## src/rtl/comparator_arbiter.sv

```systemverilog
// ============================================================================
// Module   : comparator_arbiter
// Desc     : Two-requester arbitrated unsigned comparator with registered flags.
//            Define ROUND_ROBIN_EN for alternating grants on contention;
//            otherwise requester 0 has fixed priority.
// Revision : 1.0 - initial release
// ============================================================================
`default_nettype none

module comparator_arbiter #(
  parameter int WIDTH = 3
) (
  input  logic             CLK,
  input  logic             RST,
  input  logic             req0,
  input  logic [WIDTH-1:0] valA0,
  input  logic [WIDTH-1:0] valB0,
  input  logic             req1,
  input  logic [WIDTH-1:0] valA1,
  input  logic [WIDTH-1:0] valB1,
  output logic [5:0]       flags,
  output logic             done0,
  output logic             done1,
  output logic             busy,
  output logic [7:0]       cmp_count
);

  typedef enum logic [1:0] {
    S_IDLE = 2'd0,
    S_EVAL = 2'd1,
    S_RESP = 2'd2
  } state_t;

  state_t           r_state;
  logic [WIDTH-1:0] r_opa;
  logic [WIDTH-1:0] r_opb;
  logic             r_gnt;

  logic             w_any_req;
  logic             w_gnt;
  logic             w_gt;
  logic             w_lt;
  logic             w_eq;

  assign w_any_req = req0 | req1;

`ifdef ROUND_ROBIN_EN
  logic r_last_gnt;

  // On contention the requester not served last wins; a lone request always wins.
  assign w_gnt = (req0 && req1) ? ~r_last_gnt : req1;
`else
  assign w_gnt = ~req0 & req1;
`endif

  assign w_gt = (r_opa >  r_opb);
  assign w_lt = (r_opa <  r_opb);
  assign w_eq = (r_opa == r_opb);

  always_ff @(posedge CLK or posedge RST) begin
    if (RST) begin
      r_state   <= S_IDLE;
      r_opa     <= '0;
      r_opb     <= '0;
      r_gnt     <= 1'b0;
      flags     <= 6'b000000;
      done0     <= 1'b0;
      done1     <= 1'b0;
      busy      <= 1'b0;
      cmp_count <= 8'd0;
`ifdef ROUND_ROBIN_EN
      r_last_gnt <= 1'b1;
`endif
    end else begin
      case (r_state)
        S_IDLE: begin
          if (w_any_req) begin
            r_gnt   <= w_gnt;
            r_opa   <= w_gnt ? valA1 : valA0;
            r_opb   <= w_gnt ? valB1 : valB0;
            busy    <= 1'b1;
            r_state <= S_EVAL;
`ifdef ROUND_ROBIN_EN
            r_last_gnt <= w_gnt;
`endif
          end
        end
        S_EVAL: begin
          // bit order: aGTb, aGEb, aLTb, aLEb, aEQb, aNEb
          flags     <= {w_gt, ~w_lt, w_lt, ~w_gt, w_eq, ~w_eq};
          done0     <= ~r_gnt;
          done1     <= r_gnt;
          cmp_count <= cmp_count + 8'd1;
          r_state   <= S_RESP;
        end
        S_RESP: begin
          done0   <= 1'b0;
          done1   <= 1'b0;
          busy    <= 1'b0;
          r_state <= S_IDLE;
        end
        default: begin
          done0   <= 1'b0;
          done1   <= 1'b0;
          busy    <= 1'b0;
          r_state <= S_IDLE;
        end
      endcase
    end
  end

endmodule

`default_nettype wire

```

## config.mk

```make
export PLATFORM = sky130hd
export DESIGN_NAME = comparator_arbiter
export DESIGN_NICKNAME = d
export VERILOG_FILES = /design/src/rtl/comparator_arbiter.sv
export SDC_FILE = /design/constraint.sdc
export NUM_CORES = 1
export LEC_CHECK = 0
export ABC_AREA = 1
export CAP_MARGIN = 15
export CORE_UTILIZATION = 47
export CTS_BUF_LIST = sky130_fd_sc_hd__clkbuf_16
export CTS_CLUSTER_DIAMETER = 40
export CTS_CLUSTER_SIZE = 14
export DETAILED_ROUTE_END_ITERATION = 10
export GPL_TIMING_DRIVEN = 0
export HOLD_SLACK_MARGIN = 0.06
export PLACE_DENSITY = 0.88
export SLEW_MARGIN = 30
export SYNTH_ARGS = -nofsm -noshare
export SYNTH_HDL_FRONTEND = slang
export SYNTH_SLANG_ARGS = --single-unit
```

## constraint.sdc

```tcl
create_clock -name CLK -period 1.5 [get_ports CLK]
set_input_delay 0.15 -clock CLK [delete_from_list [all_inputs] [get_ports CLK]]
set_output_delay 0.15 -clock CLK [all_outputs]
set_load 0.02 [all_outputs]
```

==> results.toml, run 1 <==
[placed_design]
dp_hpwl_um = 1840
placed_area_um2 = 1560
gp_routability_congestion = 0.782
port_buffers = 32

[global_routing]
grt_max_degree = 27
grt_pass1_vias = 1014
grt_pass1_wl_um = 4180
antenna_found_initial = 0
track_usage_pct = 20.6
grt-ovfl-total = 0

[sta]
rsz0062_at_grt = "no"
fin_tns_setup_ns = 0
hold_viol_final = 0
fin_skew_ns = 0.00434
relSlewSlack_pct = 64.7
fmax_mhz = 685
whs_ns = 0.266
maxSlewViolCount = 0
final.period_utilization_pct = 97.3
fin_crit_ns = 1.46
worst_pin_slew_ns = 0.528
setup_viol = 0

[clock_network]
htree_levels = 1
insertion_delay_ns = 0.25
holdBufCountCts = 0
cts_setup_buffers = 0
clockBufferDepth = 2
cts_tree = "yes"
numCtsBuffers = 3
clkSlewWorstSetupHoldPaths_ns = 0.06
cts_sinks = 26
post_cts_resized = 0
cts_root_buf = "clkbuf_16"

[synth]
syn_inst = 139
async_flop_share_pct = 100
synth-seq-cells = 26
synthFlopType = "dfrtp_1"
seq_area_frac_synth_pct = 54.1
netlist.area_leader.share_pct = 54.1
synth_common_cells = "nand2_1, dfrtp_1, inv_1"
avgSynthCellArea_um2 = 8.65
yosys.area.top_type = "dfrtp_1"
yosys.cell_count.top_type = "nand2_1"
syn_nets = 159
ys_types = 19
synth_edf_count = 0
ys_warn_count = 0
synth.area.top_cells = "dfrtp_1, nand2_1, inv_1"
syn_area_um2 = 1200

[floorplanning]
ios = 33
core_area_um2 = 2320
chipWidth_um = 52.6
dieArea_um2 = 2760
rows = 17
start_util_pct = 51.9
fp.dieH_um = 52.6

[pwr]
power.density_nw_per_um2 = 2010
seq_power_share_pct = 37.4
leakage_nw = 0.821
comb_power_share_pct = 45.2
clock_power_share_pct = 17.4
swShare_pct = 38.5
vdd_drop_max_mv = 1.33
switching_power_mw = 1.26
power.internal_mw = 2.02

[cells_and_area]
multi_input_area_um2 = 457
drive_gt1_share_pct = 6.32
nets = 196
diodes = 0
area_growth_pct = 35.8
fillers = 173
fin_area_um2 = 1630
regArea_um2 = 651

[setup_path]
critical_path_arrival_ns = 1.31
crit_path_end_kind = "output pin"
cp_num_buf_inv = 1
path_cells = "clkdlybuf4s50_1"
slowest_stage = "clkdlybuf4s50_1"
crit_required_ns = 1.35
cp_slowest_stage_delay_ns = 0.64
cp_max_fo = 4
worstRegToRegCells = 4
crit_cells = 1
worst-setup-path-type = "reg2out"
crit_family = "buffers and inverters"
start_kind = "register"

[drt]
drt_pass1_iterations = 4
via_count = 994
wl_per_cell_um = 11.9
route.met3.wl_um = 70
dr.max_layer_used = "met3"
met1_length_um = 1090
totalWireLength_um = 2410
detail-route-antenna-nets = 0
drc_errors = 0
drt_iter0_drc = 24
wl_met2_um = 1250
viasPerCell = 4.92

[flow_run]
cap_viol_max_count = 0

[hold_path]
hp-class = "in2async"

[run_status]
run_status = "completed"
==> cell families (layout without fill, tap and decap cells) <==
group	Yosys count	after routing	synth area share, %
buf+inv	23	58	7.91
xor+xnor	4	4	2.91
simple gates	69	69	24.1
flops	26	26	54.1
compound gates	13	13	6.76
fa+ha+maj	4	4	4.16
==> metal layers <==
| metal | vias to the layer above | global-route usage (%) |
|---|---|---|
| met3 | 0 | 6.09 |
| met4 | 0 | 3.51 |
| li1 | 498 | - |
| met1 | 481 | 23.3 |
| met2 | 15 | 38.2 |
| met5 | - | 0 |
==> power groups by stage <==
stage          clock (mW)  combinational [mW]  sequential [mW]
5_1_grt             0.611                1.64             1.26
2_1_floorplan           0               0.697             1.42
6_report            0.571                1.48             1.23
3_3_place_gp            0                1.43             1.22
3_5_place_dp            0                1.48             1.24
4_1_cts             0.584                1.50             1.23
==> path summary, 6_finish.rpt <==
path / start / slack (ns) / to
hold / removal: RST / 0.27 / flags[5]$_DFFE_PP0N_
setup / recovery: cmp_count[6]$_DFFE_PP0N_ / 0.04 / cmp_count[6]
setup reg to reg: r_opa[2]$_DFFE_PP0P_ / 0.20 / flags[4]$_DFFE_PP0N_
hold reg to reg: flags[3]$_DFFE_PP0N_ / 0.48 / flags[3]$_DFFE_PP0N_
min in group CLK: flags[3]$_DFFE_PP0N_ / 0.48 / flags[3]$_DFFE_PP0N_
max in group asynchronous: RST / 0.88 / flags[4]$_DFFE_PP0N_
==> area by class of cell <==
type / count / area share [%]
tap: 28 / 2.15
clock buffer: 3 / 4.60
buffer: 2 / 0.996
inverter: 21 / 4.83
timing repair buffer: 32 / 19.6
sequential: 26 / 39.8
multi-input combinational: 90 / 28.0
==> metrics by stage <==
step / cells / setup slack, ns / utilization (%) / total power, mW
finish: 202 / 0.0407 / 70.4 / 3.28
global route: 202 / 0.0109 / 70.4 / 3.52
CTS: 202 / 0.0377 / 70.4 / 3.32
detailed placement: 199 / 0.119 / 67.2 / 2.73
global placement: 199 / 0.153 / 67.2 / 2.65
floorplan: 139 / 0.279 / - / 2.12
==> flip-flops by register name, indices dropped and copies added, names as in the netlist <==
| name | flops |
|---|---|
| done1 | 1 |
| r_opb | 3 |
| r_gnt | 1 |
| flags | 6 |
| r_state | 2 |
| cmp_count | 8 |
| done0 | 1 |
| r_opa | 3 |
| busy | 1 |
==> cells in the final DEF, fill, tap and decap left out, drive strengths merged <==
master,netlist,layout
nand2,49,49
clkdlybuf4s50,0,32
dfrtp,26,26
inv,21,21
o21ai,9,9
nor2,9,9
nand3,8,8
ha,4,4
clkbuf,0,3
nand4,2,2
xor2,2,2
xnor2,2,2
o21a,2,2
a21oi,2,2
buf,2,2
nor3,1,1
Power figures use the tool's default switching activity.
==> run 2, diff against run 1 <==
Settings changed: GPL_TIMING_DRIVEN 0 to unset.
==> run 2 against run 1 <==
Clock skew decreased by 0.0024 ns. Worst hold slack got worse by 0.033 ns. Clock-buffer cell count unchanged. Die area unchanged. Setup slack improved by 0.0060 ns.
==> results.toml, run 2 (synthesis gave the netlist of run 1 again) <==
[run_status]
run_status = "completed"

[hold_path]
hp-class = "in2async"

[sta]
setup_viol = 0
fin_tns_setup_ns = 0
fin_skew_ns = 0.00189
final.period_utilization_pct = 96.9
final.setup.worst_slack_ns = 0.0467
rsz0062_at_grt = "no"
hold_viol_final = 0
relSlewSlack_pct = 78.4
fmax_mhz = 688
fin_crit_ns = 1.45
worst_pin_slew_ns = 0.324
maxSlewViolCount = 0

[flow_run]
cap_viol_max_count = 0

[clock_network]
cts_sinks = 26
holdBufCountCts = 0
numCtsBuffers = 3
cts_tree = "yes"
post_cts_resized = 0
insertion_delay_ns = 0.26
cts_setup_buffers = 0
clockBufferDepth = 2
clkSlewWorstSetupHoldPaths_ns = 0.06
htree_levels = 1
cts_root_buf = "clkbuf_16"

[global_routing]
grt_max_degree = 27
grt-ovfl-total = 0
antenna_found_initial = 0
track_usage_pct = 22.1
grtUsageMet1_pct = 21.8
grt_pass1_vias = 1077
top_usage_layer = "met2"
met3_usage_pct = 5.22
grt_pass1_wl_um = 4330
use_met2_pct = 40.7

[setup_path]
timing.rr.end = "flags[5]$_DFFE_PP0N_"
worstRegToRegCells = 5
rr_startpoint = "r_opa[2]$_DFFE_PP0P_"
cp_slowest_stage_delay_ns = 0.63
r2r_setup_slack_ns = 0.16
crit_cells = 1
critPathLaunch = "cmp_count[4]$_DFFE_PP0N_"
crit_path_end_kind = "output pin"
cp_max_fo = 4
slowest_stage = "clkdlybuf4s50_1"
start_kind = "register"
critical_path_arrival_ns = 1.30
crit_family = "buffers and inverters"
path_cells = "clkdlybuf4s50_1"
cp_num_buf_inv = 1
crit_required_ns = 1.35
worst-setup-path-type = "reg2out"

[drt]
viasPerCell = 5.09
detail-route-antenna-nets = 0
wl_per_cell_um = 12.4
via_count = 1028
drt_iter0_drc = 16
drc_errors = 0
drt_pass1_iterations = 4
totalWireLength_um = 2510

[cells_and_area]
multi_input_area_um2 = 457
reg_top3 = "cmp_count: 8 flops, flags: 6 flops"
regArea_um2 = 651
fin_area_um2 = 1630
nets = 196
final_cell_mix = "nand2_1, clkdlybuf4s50_1, dfrtp_1"
largest_reg_flops = 8
drive_gt1_share_pct = 5.75
area_growth_pct = 35.7
diodes = 0
largest-register = "cmp_count"
final_common_cell = "nand2_1"
fillers = 167
stdcell_count = 202

[floorplanning]
start_util_pct = 51.9
chipWidth_um = 52.6
rows = 17
dieArea_um2 = 2760
fp.dieH_um = 52.6
core_area_um2 = 2320
ios = 33

[placed_design]
gp_routability_congestion = 0.769
dp.cells = 199
placed_area_um2 = 1560
port_buffers = 32
dp_hpwl_um = 1930
dp_worst_setup_slack_ns = 0.106

[pwr]
power.density_nw_per_um2 = 2020
power_mw = 3.29
leakage_nw = 0.821
vdd_drop_max_mv = 1.16
-- run 2: cell types whose count changed in the layout (fill, tap and decap cells not counted) --
cell   before  now
buf_4       0    2
buf_2       1    0
inv_1      18   19
buf_6       1    0
inv_2       3    2
-- run 2: how the worst max path moves through the flow --
stage                                     to  slack, ns
finish                          cmp_count[4]       0.05
global route                    cmp_count[4]     0.0006
floorplan           cmp_count[6]$_DFFE_PP0N_       0.28
CTS                             cmp_count[4]       0.04
detailed placement      r_opa[1]$_DFFE_PP0P_       0.11
global placement        r_opa[2]$_DFFE_PP0P_       0.17
-- run 2: power breakdown --
part	internal [mW]	total, mW	switching, mW
clock	0.353	0.582	0.228
combinational	0.643	1.48	0.838
sequential	1.01	1.23	0.224
total	2.00	3.29	1.29
-- run 2: per-stage QoR --
stage                     hold WS (ns)  util, %
final                            0.233     70.4
after global routing             0.289     70.4
after CTS                        0.245     70.4
after detailed placement         0.457     67.1
after global placement           0.441     67.1
after floorplan                  0.190        -
-- run 2: cell type report --
cell class / count / area share, %
flip-flops and latches: 26 / 39.9
multi-input cells: 90 / 28.0
repair buffers: 34 / 20.6
inverters: 21 / 4.83
clock buffers: 3 / 4.60
well taps: 28 / 2.15
-- run 2: routing by layer --
metal  share of wire [%]  wire length [um]  vias up
li1                    -                 -      497
met3                 4.1               103        9
met4                 3.3                82        0
met2                  51              1290       26
met1                  41              1030      496
met5                   0                 0        -
==> run 3, diff against run 2 <==
Settings changed: RECOVER_POWER set to 25.
==> run 3 against run 2 <==
Total power barely moved. Sequential share of layout area rose by 0.061 points. Maximum frequency barely moved. First-iteration DRC count did not move. Utilization fell by 0.11 points. Clock-buffer cell count did not move. Register-to-register slack barely moved. Critical endpoint unchanged. Largest power group unchanged.
==> results.toml, run 3 (synthesis gave the netlist of run 1 again) <==
[floorplanning]
chipWidth_um = 52.6
ios = 33
dieArea_um2 = 2760
core_area_um2 = 2320
fp.dieH_um = 52.6
rows = 17
start_util_pct = 51.9

[drt]
detail-route-antenna-nets = 0
viasPerCell = 5.10
drt_iter0_drc = 16
via_count = 1030
drt_pass1_iterations = 4
wl_per_cell_um = 12.4
totalWireLength_um = 2510
drc_errors = 0

[global_routing]
grt_max_degree = 27
antenna_found_initial = 0
grt-ovfl-total = 0
track_usage_pct = 22.1
grt_pass1_wl_um = 4330
grt_pass1_vias = 1077

[setup_path]
critical_path_arrival_ns = 1.30
path_cells = "clkdlybuf4s50_1"
cp_max_fo = 4
r2r_setup_slack_ns = 0.16
cp_num_buf_inv = 1
crit_required_ns = 1.35
worst-setup-path-type = "reg2out"
start_kind = "register"
crit_path_end_kind = "output pin"
cp_slowest_stage_delay_ns = 0.63
crit_family = "buffers and inverters"
slowest_stage = "clkdlybuf4s50_1"

[sta]
hold_viol_final = 0
setup_viol = 0
fin_skew_ns = 0.00187
fin_crit_ns = 1.45
fmax_mhz = 688
worst_pin_slew_ns = 0.628
fin_tns_setup_ns = 0
final.period_utilization_pct = 96.9
relSlewSlack_pct = 58.1
rsz0062_at_grt = "no"
maxSlewViolCount = 0

[clock_network]
cts_setup_buffers = 0
cts_sinks = 26
clkSlewWorstSetupHoldPaths_ns = 0.06
cts_tree = "yes"
post_cts_resized = 0
clockBufferDepth = 2
htree_levels = 1
insertion_delay_ns = 0.26
holdBufCountCts = 0
numCtsBuffers = 3
cts_root_buf = "clkbuf_16"

[cells_and_area]
stdcell_count = 202
fillers = 168
nets = 196
largest-register = "cmp_count"
largest_reg_flops = 8
reg_top3 = "cmp_count: 8 flops, flags: 6 flops"
final_common_cell = "nand2_1"
final_cell_mix = "nand2_1, clkdlybuf4s50_1, dfrtp_1"
drive_gt1_share_pct = 5.75
area_growth_pct = 35.5
diodes = 0

[pwr]
leakage_nw = 0.820
vdd_drop_max_mv = 1.16
power.density_nw_per_um2 = 2020

[flow_run]
cap_viol_max_count = 0

[placed_design]
gp_routability_congestion = 0.769
dp_hpwl_um = 1930
port_buffers = 32
dp.cells = 199

[run_status]
run_status = "completed"

[hold_path]
hp-class = "reg2reg"
## run 3: cell count changes in the layout (fill, tap and decap cells not counted), sizes merged
cell,before,now
buf,2,1
clkbuf,3,4
clkdlybuf4s50,32,31
dlygate4sd3,0,1
## run 3: area by class of cell
class | count | area, um2 | share of cell area, %
flip-flops and latches | 26 | 651 | 39.9
multi-input cells | 90 | 457 | 28.0
repair buffers | 34 | 333 | 20.4
inverters | 21 | 78.8 | 4.84
clock buffers | 3 | 75.1 | 4.61
well taps | 28 | 35.0 | 2.15
## run 3: where the power goes
| group | switching, mW | internal [mW] | total (mW) |
|---|---|---|---|
| combinational | 0.838 | 0.642 | 1.48 |
| clock | 0.228 | 0.353 | 0.582 |
| sequential | 0.224 | 1.01 | 1.23 |
## run 3: path summary, 6_finish.rpt
check                                          from  cells past startpoint                  endpoint
max reg2reg                    r_opa[2]$_DFFE_PP0P_                      5      flags[5]$_DFFE_PP0N_
max in group asynchronous                       RST                      3  cmp_count[5]$_DFFE_PP0N_
min reg2reg                       r_gnt$_DFFE_PP0P_                      1         done0$_DFFE_PP0N_
max                        cmp_count[4]$_DFFE_PP0N_                      1              cmp_count[4]
min                               r_gnt$_DFFE_PP0P_                      1         done0$_DFFE_PP0N_
min in group asynchronous                       RST                      3      flags[5]$_DFFE_PP0N_
## run 3: routing by layer
metal	GRT usage, %	vias up	share of wire, %
li1	-	497	-
met1	21.8	498	41
met4	13.6	0	3.3
met3	5.22	9	3.9
met2	40.7	26	51
met5	0	-	0
## run 3: stage by stage
step / hold slack, ns / worst slack [ns] / util (%) / power [mW] / area (um2)
6_report: 0.469 / 0.0459 / 70.3 / 3.29 / 1630
4_1_cts: 0.245 / 0.0371 / 70.4 / 3.31 / 1630
3_5_place_dp: 0.457 / 0.106 / 67.1 / 2.72 / 1560
5_1_grt: 0.514 / 0.000603 / 70.3 / 3.53 / 1630
3_3_place_gp: 0.441 / 0.173 / 67.1 / 2.62 / 1560
2_1_floorplan: 0.190 / 0.279 / - / 2.12 / 1200
